$ cat src/rtl/spi_pkg.sv
// Shared types and constants for the SPI mode-0 target.
package spi_pkg;

    typedef enum logic {
        IDLE   = 1'b0,
        ACTIVE = 1'b1
    } spi_tgt_state_t;

    // Byte shifted out on MISO when nothing is queued for transmit.
    localparam logic [7:0] SPI_IDLE_BYTE = 8'hFF;

    // Increment that sticks at all-ones instead of wrapping.
    function automatic logic [15:0] sat_inc16(input logic [15:0] v);
        return (v == 16'hFFFF) ? v : v + 16'd1;
    endfunction

endpackage

$ cat src/rtl/spi_target_if.sv
// Bundles the SPI pins and the local RX/TX byte-stream handshakes.
// The slave modport is the target's view; master is the far-end/local user view.
interface spi_target_if;

    logic       spi_sck;
    logic       spi_mosi;
    logic       spi_cs_n;
    logic       spi_miso;
    logic       spi_miso_oe;
    logic [7:0] rx_data;
    logic       rx_valid;
    logic       rx_ready;
    logic [7:0] tx_data;
    logic       tx_valid;
    logic       tx_ready;
    logic       busy;
    logic       overrun;
    logic       underrun;

    modport slave (
        input  spi_sck, spi_mosi, spi_cs_n, rx_ready, tx_data, tx_valid,
        output spi_miso, spi_miso_oe, rx_data, rx_valid, tx_ready, busy, overrun, underrun
    );

    modport master (
        output spi_sck, spi_mosi, spi_cs_n, rx_ready, tx_data, tx_valid,
        input  spi_miso, spi_miso_oe, rx_data, rx_valid, tx_ready, busy, overrun, underrun
    );

endinterface

$ cat src/rtl/sync_ff.sv
// Multi-flop synchroniser for one asynchronous input bit.
module sync_ff #(
    parameter int   STAGES    = 2,
    parameter logic RESET_VAL = 1'b0
) (
    input  logic clk,
    input  logic reset,
    input  logic d,
    output logic q
);

    logic [STAGES-1:0] sync_q;

    // Shift the async input through the flop chain.
    always_ff @(posedge clk or posedge reset) begin
        if (reset) sync_q <= {STAGES{RESET_VAL}};
        else       sync_q <= {sync_q[STAGES-2:0], d};
    end

    assign q = sync_q[STAGES-1];

endmodule

$ cat src/rtl/spi_target.sv
// SPI mode-0 target: oversamples SCK/MOSI/CS_N, deserialises MOSI into bytes,
// serialises queued TX bytes onto MISO MSB first. Single-entry RX/TX buffers.
// Optional: define SPI_TGT_STATS_EN to add saturating byte/error counters.
module spi_target
    import spi_pkg::*;
#(
    parameter int         SYNC_STAGES = 2,
    parameter logic [7:0] IDLE_BYTE   = SPI_IDLE_BYTE
) (
    input  logic        clk,
    input  logic        reset,
    spi_target_if.slave bus
`ifdef SPI_TGT_STATS_EN
    ,
    output logic [15:0] stat_bytes,
    output logic [15:0] stat_errs
`endif
);

    logic           sck_s, mosi_s, cs_n_s;
    logic           sck_d, cs_n_d;
    logic           sck_rise, sck_fall, cs_fall, cs_rise;
    spi_tgt_state_t state_q, state_d;
    logic           frame_start, frame_end, do_rise, do_fall;
    logic [2:0]     bit_cnt;
    logic [6:0]     rx_sh;
    logic [6:0]     tx_sh;      // bits still to send after the one on MISO
    logic [7:0]     tx_hold;
    logic           tx_full;
    logic [7:0]     rx_data_q;
    logic           rx_valid_q;
    logic           miso_q, oe_q, ovr_q, und_q;
    logic [7:0]     rx_byte, load_byte;
    logic           byte_done, reload, rx_take, ovr_d, und_d;

    sync_ff #(.STAGES(SYNC_STAGES), .RESET_VAL(1'b0)) u_sync_sck  (.clk(clk), .reset(reset), .d(bus.spi_sck),  .q(sck_s));
    sync_ff #(.STAGES(SYNC_STAGES), .RESET_VAL(1'b0)) u_sync_mosi (.clk(clk), .reset(reset), .d(bus.spi_mosi), .q(mosi_s));
    sync_ff #(.STAGES(SYNC_STAGES), .RESET_VAL(1'b1)) u_sync_cs   (.clk(clk), .reset(reset), .d(bus.spi_cs_n), .q(cs_n_s));

    // Delayed copies of synced SCK/CS_N for edge detection.
    always_ff @(posedge clk or posedge reset) begin
        if (reset) begin
            sck_d  <= 1'b0;
            cs_n_d <= 1'b1;
        end else begin
            sck_d  <= sck_s;
            cs_n_d <= cs_n_s;
        end
    end

    assign sck_rise = sck_s & ~sck_d;
    assign sck_fall = ~sck_s & sck_d;
    assign cs_fall  = ~cs_n_s & cs_n_d;
    assign cs_rise  = cs_n_s & ~cs_n_d;

    // Frame state register.
    always_ff @(posedge clk or posedge reset) begin
        if (reset) state_q <= IDLE;
        else       state_q <= state_d;
    end

    // Next state and per-cycle strobes; CS_N release beats any SCK edge.
    always_comb begin
        state_d     = state_q;
        frame_start = 1'b0;
        frame_end   = 1'b0;
        do_rise     = 1'b0;
        do_fall     = 1'b0;
        case (state_q)
            IDLE: begin
                if (cs_fall) begin
                    state_d     = ACTIVE;
                    frame_start = 1'b1;
                end
            end
            ACTIVE: begin
                if (cs_rise) begin
                    state_d   = IDLE;
                    frame_end = 1'b1;
                end else begin
                    do_rise = sck_rise;
                    do_fall = sck_fall;
                end
            end
            default: state_d = IDLE;
        endcase
    end

    assign rx_byte   = {rx_sh, mosi_s};
    assign byte_done = do_rise && (bit_cnt == 3'd7);
    assign rx_take   = byte_done && (!rx_valid_q || bus.rx_ready);
    assign ovr_d     = byte_done && !rx_take;
    assign reload    = frame_start || (do_fall && (bit_cnt == 3'd0));
    assign load_byte = tx_full ? tx_hold : IDLE_BYTE;
    assign und_d     = reload && !tx_full;

    // Receive shifter, bit counter and the single-entry RX buffer.
    always_ff @(posedge clk or posedge reset) begin
        if (reset) begin
            bit_cnt    <= 3'd0;
            rx_sh      <= 7'd0;
            rx_data_q  <= 8'd0;
            rx_valid_q <= 1'b0;
            ovr_q      <= 1'b0;
        end else begin
            ovr_q <= ovr_d;
            if (frame_start) begin
                bit_cnt <= 3'd0;
            end else if (do_rise) begin
                bit_cnt <= bit_cnt + 3'd1;
                rx_sh   <= rx_byte[6:0];
            end
            if (rx_take) begin
                rx_data_q  <= rx_byte;
                rx_valid_q <= 1'b1;
            end else if (bus.rx_ready) begin
                rx_valid_q <= 1'b0;
            end
        end
    end

    // Transmit shifter and MISO drive; reload at frame start and byte boundaries.
    always_ff @(posedge clk or posedge reset) begin
        if (reset) begin
            tx_sh  <= 7'd0;
            miso_q <= 1'b0;
            oe_q   <= 1'b0;
            und_q  <= 1'b0;
        end else begin
            und_q <= und_d;
            if (frame_end) begin
                miso_q <= 1'b0;
                oe_q   <= 1'b0;
            end else if (reload) begin
                tx_sh  <= load_byte[6:0];
                miso_q <= load_byte[7];
                oe_q   <= 1'b1;
            end else if (do_fall) begin
                tx_sh  <= {tx_sh[5:0], 1'b0};
                miso_q <= tx_sh[6];
            end
        end
    end

    // TX holding register: filled by the handshake, emptied by a reload.
    always_ff @(posedge clk or posedge reset) begin
        if (reset) begin
            tx_hold <= 8'd0;
            tx_full <= 1'b0;
        end else if (bus.tx_valid && !tx_full) begin
            tx_hold <= bus.tx_data;
            tx_full <= 1'b1;
        end else if (reload) begin
            tx_full <= 1'b0;
        end
    end

    assign bus.spi_miso    = miso_q;
    assign bus.spi_miso_oe = oe_q;
    assign bus.rx_data     = rx_data_q;
    assign bus.rx_valid    = rx_valid_q;
    assign bus.tx_ready    = ~tx_full;
    assign bus.busy        = (state_q == ACTIVE);
    assign bus.overrun     = ovr_q;
    assign bus.underrun    = und_q;

`ifdef SPI_TGT_STATS_EN
    logic [15:0] bytes_q, errs_q;

    // Saturating counters of completed bytes and overrun/underrun events.
    always_ff @(posedge clk or posedge reset) begin
        if (reset) begin
            bytes_q <= 16'd0;
            errs_q  <= 16'd0;
        end else begin
            if (byte_done)      bytes_q <= sat_inc16(bytes_q);
            if (ovr_d || und_d) errs_q  <= sat_inc16(errs_q);
        end
    end

    assign stat_bytes = bytes_q;
    assign stat_errs  = errs_q;
`endif

endmodule

$ cat src/flat_wrapper.sv
// flat-port wrapper written by rule: the top's interface ports become plain ports
module spi_target_flat import spi_pkg::*;
#(
    parameter int         SYNC_STAGES = 2,
    parameter logic [7:0] IDLE_BYTE   = SPI_IDLE_BYTE
)
  (clk, reset, bus_spi_sck, bus_spi_mosi, bus_spi_cs_n, bus_rx_ready, bus_tx_data, bus_tx_valid, bus_spi_miso, bus_spi_miso_oe, bus_rx_data, bus_rx_valid, bus_tx_ready, bus_busy, bus_overrun, bus_underrun);
  spi_target_if bus_i ();
  input  logic clk;
  input  logic reset;
  input wire logic [$bits(bus_i.spi_sck)-1:0] bus_spi_sck;
  input wire logic [$bits(bus_i.spi_mosi)-1:0] bus_spi_mosi;
  input wire logic [$bits(bus_i.spi_cs_n)-1:0] bus_spi_cs_n;
  input wire logic [$bits(bus_i.rx_ready)-1:0] bus_rx_ready;
  input wire logic [$bits(bus_i.tx_data)-1:0] bus_tx_data;
  input wire logic [$bits(bus_i.tx_valid)-1:0] bus_tx_valid;
  output wire logic [$bits(bus_i.spi_miso)-1:0] bus_spi_miso;
  output wire logic [$bits(bus_i.spi_miso_oe)-1:0] bus_spi_miso_oe;
  output wire logic [$bits(bus_i.rx_data)-1:0] bus_rx_data;
  output wire logic [$bits(bus_i.rx_valid)-1:0] bus_rx_valid;
  output wire logic [$bits(bus_i.tx_ready)-1:0] bus_tx_ready;
  output wire logic [$bits(bus_i.busy)-1:0] bus_busy;
  output wire logic [$bits(bus_i.overrun)-1:0] bus_overrun;
  output wire logic [$bits(bus_i.underrun)-1:0] bus_underrun;
  assign bus_i.spi_sck = bus_spi_sck;
  assign bus_i.spi_mosi = bus_spi_mosi;
  assign bus_i.spi_cs_n = bus_spi_cs_n;
  assign bus_i.rx_ready = bus_rx_ready;
  assign bus_i.tx_data = bus_tx_data;
  assign bus_i.tx_valid = bus_tx_valid;
  assign bus_spi_miso = bus_i.spi_miso;
  assign bus_spi_miso_oe = bus_i.spi_miso_oe;
  assign bus_rx_data = bus_i.rx_data;
  assign bus_rx_valid = bus_i.rx_valid;
  assign bus_tx_ready = bus_i.tx_ready;
  assign bus_busy = bus_i.busy;
  assign bus_overrun = bus_i.overrun;
  assign bus_underrun = bus_i.underrun;
  spi_target #(.SYNC_STAGES(SYNC_STAGES), .IDLE_BYTE(IDLE_BYTE)) u_core (.clk(clk), .reset(reset), .bus(bus_i));
endmodule
$ cat config.mk
export PLATFORM = sky130hd
export DESIGN_NAME = spi_target_flat
export DESIGN_NICKNAME = d
export VERILOG_FILES = /design/src/rtl/spi_pkg.sv /design/src/rtl/spi_target_if.sv /design/src/rtl/sync_ff.sv /design/src/rtl/spi_target.sv /design/src/flat_wrapper.sv
export SDC_FILE = /design/constraint.sdc
export NUM_CORES = 1
export LEC_CHECK = 0
export ABC_AREA = 1
export BUFFER_PORTS_ARGS = -buffer_cell sky130_fd_sc_hd__buf_2
export CORE_ASPECT_RATIO = 1.1
export CORE_MARGIN = 8
export CORE_UTILIZATION = 56
export DETAILED_ROUTE_END_ITERATION = 12
export PLACE_DENSITY_LB_ADDON = 0.3
export SLEW_MARGIN = 25
export SYNTH_ARGS = -nofsm -noshare
export SYNTH_HDL_FRONTEND = slang
export SYNTH_HIERARCHICAL = 1
export SYNTH_SLANG_ARGS = --single-unit
$ cat constraint.sdc
create_clock -name clk -period 1.9 [get_ports clk]
set_clock_uncertainty 0.2 [all_clocks]
set_input_delay 0.57 -clock clk [delete_from_list [all_inputs] [get_ports clk]]
set_output_delay 0.57 -clock clk [all_outputs]
set_load 0.01 [all_outputs]
==> metrics.md <==
| Metric | Value |
|---|---|
| Status | `completed` |
| Critical Path RT | `1.13 ns` |
| Residual DRC | `0` |
| Finish-stage setup viols | `0` |
| Max Cap Viol | `0` |
| Fin crit period | `1.77 ns` |
| Combinational fraction of design power | `26.8%` |
| Mapped Nets | `217` |
| Area Overhead vs Synth | `14.1%` |
| Synth unique cells | `24` |
| P_sw | `0.000898 W` |
| Worst Path Max Fanout | `11` |
| Crit path buffers/inverters | `2` |
| Crit Path Class | `register to output port` |
| Post-Synthesis Cell Area | `2100 µm²` |
| YS warnings | `6` |
| Worst Max-Slew Pin Slew | `0.406 ns` |
| Final Cell Area | `2400 µm²` |
| ANT nets after route | `0` |
| Switch share | `31.8%` |
| Post-synthesis sequential area ratio | `57.3%` |
| Slowest Stage Delay on Critical Path | `0.39 ns` |
| Share of cells above drive strength 1 | `38.1%` |
| Pre-antenna DRT Iters | `4` |
| Dpl cell area | `2290 µm²` |
| 1st-iter DRT viols | `67` |
| Vias in the first global route | `1373` |
| Routed WL | `3510 µm` |
| Type of origin of the critical path | `register` |
| Worst-path clk slew | `0.08 ns` |
| Global route overflow | `0` |
| Worst Path Arrival | `1.00 ns` |
| Sink Count | `48` |
| I/O pin count | `30` |
| Die width | `74.4 µm` |
| Final Hold Viols | `0` |
| CP endpoint kind | `output port` |
| Mapped Cells | `199` |
| Slew Viols, Final | `0` |
| Power Dens Cells | `1180 nW/µm²` |
| HP Class | `register to register` |
| Dpl ws | `0.244 ns` |
| CTS tree | `yes` |
| Int Power | `0.00193 W` |
| Share of total power in the clock network | `21.6%` |
| VDD IR max | `0.667 mV` |
| Starting Density | `58.0%` |
| Initial antenna violation count | `0` |
| GRT Total Usage | `13.3%` |
| Die area | `5970 µm²` |
| Clk_lat worst skew | `0.30 ns` |
| Routability Congestion | `0.801` |
| Period utilization | `93.0%` |
| Post-route setup slack | `0.134 ns` |
| Leading cell type in the layout, fill and taps excluded | `dfrtp_1` |
| CP cell instances | `inv_2 -> buf_2` |
| Delay-heaviest family, CP | `flip-flops` |
| TNS Setup | `0 ns` |
| Via count | `1345` |
| Yosys reg bits | `48` |
| Max frequency | `566 MHz` |
| H-tree levels | `2` |
| Fillers | `310` |
| Maximum clock insertion buffer count | `2` |
| Unrepaired setup endpoints after global routing | `false` |
| Syn_area_per_cell | `10.6 µm²` |
| CTS root buffer | `clkbuf_8` |
| Antenna diode count | `0` |
| Core ar. | `3630 µm²` |
| CP max-delay cell | `dfrtp_1` |
| I/O Buffers | `29` |
| Die height | `80.3 µm` |
| Setup Fix Bufs, Post-CTS | `0` |
| WL per Instance | `12.3 µm` |
| First-pass GRT wire length | `6150 µm` |
| Num CTS Buffers | `5` |
| Pin count of the biggest net entering global routing | `34` |
| Nets@finish | `253` |
| Most frequent cells in the layout | `45 x dfrtp_1, 38 x nand2_1, 29 x buf_2` |
| Leak | `1.22 nW` |
| Reg power frac | `51.6%` |
| Routed vias/inst | `4.70` |
| Worst slew margin | `72.9%` |
| Detailed placement HPWL | `2620 µm` |
| Num rows | `23` |
## final cells by class
class	count	area [µm²]	share of cell area (%)
Clock inverter	1	7.51	0.313
Timing Repair Buffer	34	198	8.24
Inverter	30	113	4.69
Multi-Input combinational cell	116	727	30.3
Clock buffer	7	86.3	3.60
Tap cell	50	62.6	2.61
Sequential cell	48	1200	50.2
## kinds of logic (layout without fill, tap and decap cells)
group           count (synthesis)  count (layout)  synth area share [%]
compound gates                 24              24                  9.46
simple gates                   81              81                  19.0
buf+inv                        35              72                  8.09
mux                             8               8                  4.29
fa+ha+maj                       3               3                  1.79
flops                          48              48                  57.3
## metrics by stage
| stage | instances | util (%) | hold WS (ns) | power, W |
|---|---|---|---|---|
| after global placement | 277 | 63.3 | 0.136 | 0.00222 |
| after detailed placement | 277 | 63.3 | 0.145 | 0.00225 |
| after floorplan | 199 | - | 0.111 | 0.00205 |
| after global routing | 286 | 66.1 | 0.159 | 0.00303 |
| after CTS | 286 | 66.1 | 0.158 | 0.00287 |
| final | 286 | 66.1 | 0.160 | 0.00283 |
## final timing paths
kind / from / endpoint / slack, ns / cells after the start
min in group asynchronous: reset / u_core/u_sync_mosi/sync_q[0] / 0.49 / 3
max in group asynchronous: reset / u_core/tx_sh[4] / 0.46 / 4
setup reg to reg: u_core/bit_cnt[0] / u_core/bus.spi_miso / 0.26 / 9
hold / removal: u_core/u_sync_sck/sync_q[0] / u_core/u_sync_sck/sync_q[1] / 0.16 / 0
setup / recovery: u_core/tx_full / bus_tx_ready / 0.13 / 2
hold reg to reg: u_core/u_sync_sck/sync_q[0] / u_core/u_sync_sck/sync_q[1] / 0.16 / 0
## synth_stat cells (all sizes together)
master	count	share of area, %
inv	30	5.4
nand2	51	11
a21oi	3	1.4
ha	3	1.8
mux2	8	4.3
nor2	13	2.7
buf	4	2.6
dfstp	3	3.8
dfrtp	45	54
clkbuf	1	0.18
o211ai	1	0.36
o21ai	19	7.4
nand3	17	5.2
o22ai	1	0.30
## per-layer routing
metal  track usage, %  share of wire [%]  up-vias
met5                0                  0        -
met4             5.88                1.7        0
met3             3.86                4.8        7
met2             21.5                 51       22
met1             16.0                 43      625
li1                 -                  -      691
## power groups by stage
stage / Sequential, W / Clock [W] / Combinational (W)
3_5_place_dp: 0.00148 / 0 / 0.000770
5_1_grt: 0.00149 / 0.000669 / 0.000873
2_1_floorplan: 0.00145 / 0 / 0.000603
6_report: 0.00146 / 0.000611 / 0.000757
4_1_cts: 0.00146 / 0.000632 / 0.000774
3_3_place_gp: 0.00147 / 0 / 0.000756
## worst reg2reg max path: stages, from the launching register on
cell     delay (ns)
dfrtp_1        0.42
inv_1          0.07
ha_1           0.14
inv_1          0.04
nor2_1         0.15
nand3_4        0.15
nand2_4        0.15
nand2_1        0.07
nand3_1        0.08
nand2_1        0.05
## what timing repair did
item | CTS | global route
hold buffers | 1 | 0
hold endpoints to repair | 4 | 0
gates resized for setup | 0 | 1
setup endpoints to repair | 0 | 1
## registers in the layout, indices dropped and copies added, names as in the netlist
signal	flops
u_core/rx_sh	7
u_core/tx_hold	8
u_core/cs_n_d	1
u_core/u_sync_mosi/sync_q	2
u_core/bus.underrun	1
u_core/tx_full	1
u_core/bit_cnt	3
u_core/u_sync_cs/sync_q	2
u_core/bus.rx_data	8
u_core/bus.spi_miso	1
u_core/sck_d	1
u_core/bus.busy	1
u_core/bus.spi_miso_oe	1
u_core/tx_sh	7
u_core/bus.rx_valid	1
u_core/bus.overrun	1
u_core/u_sync_sck/sync_q	2
(Power assumes the default switching activity.)
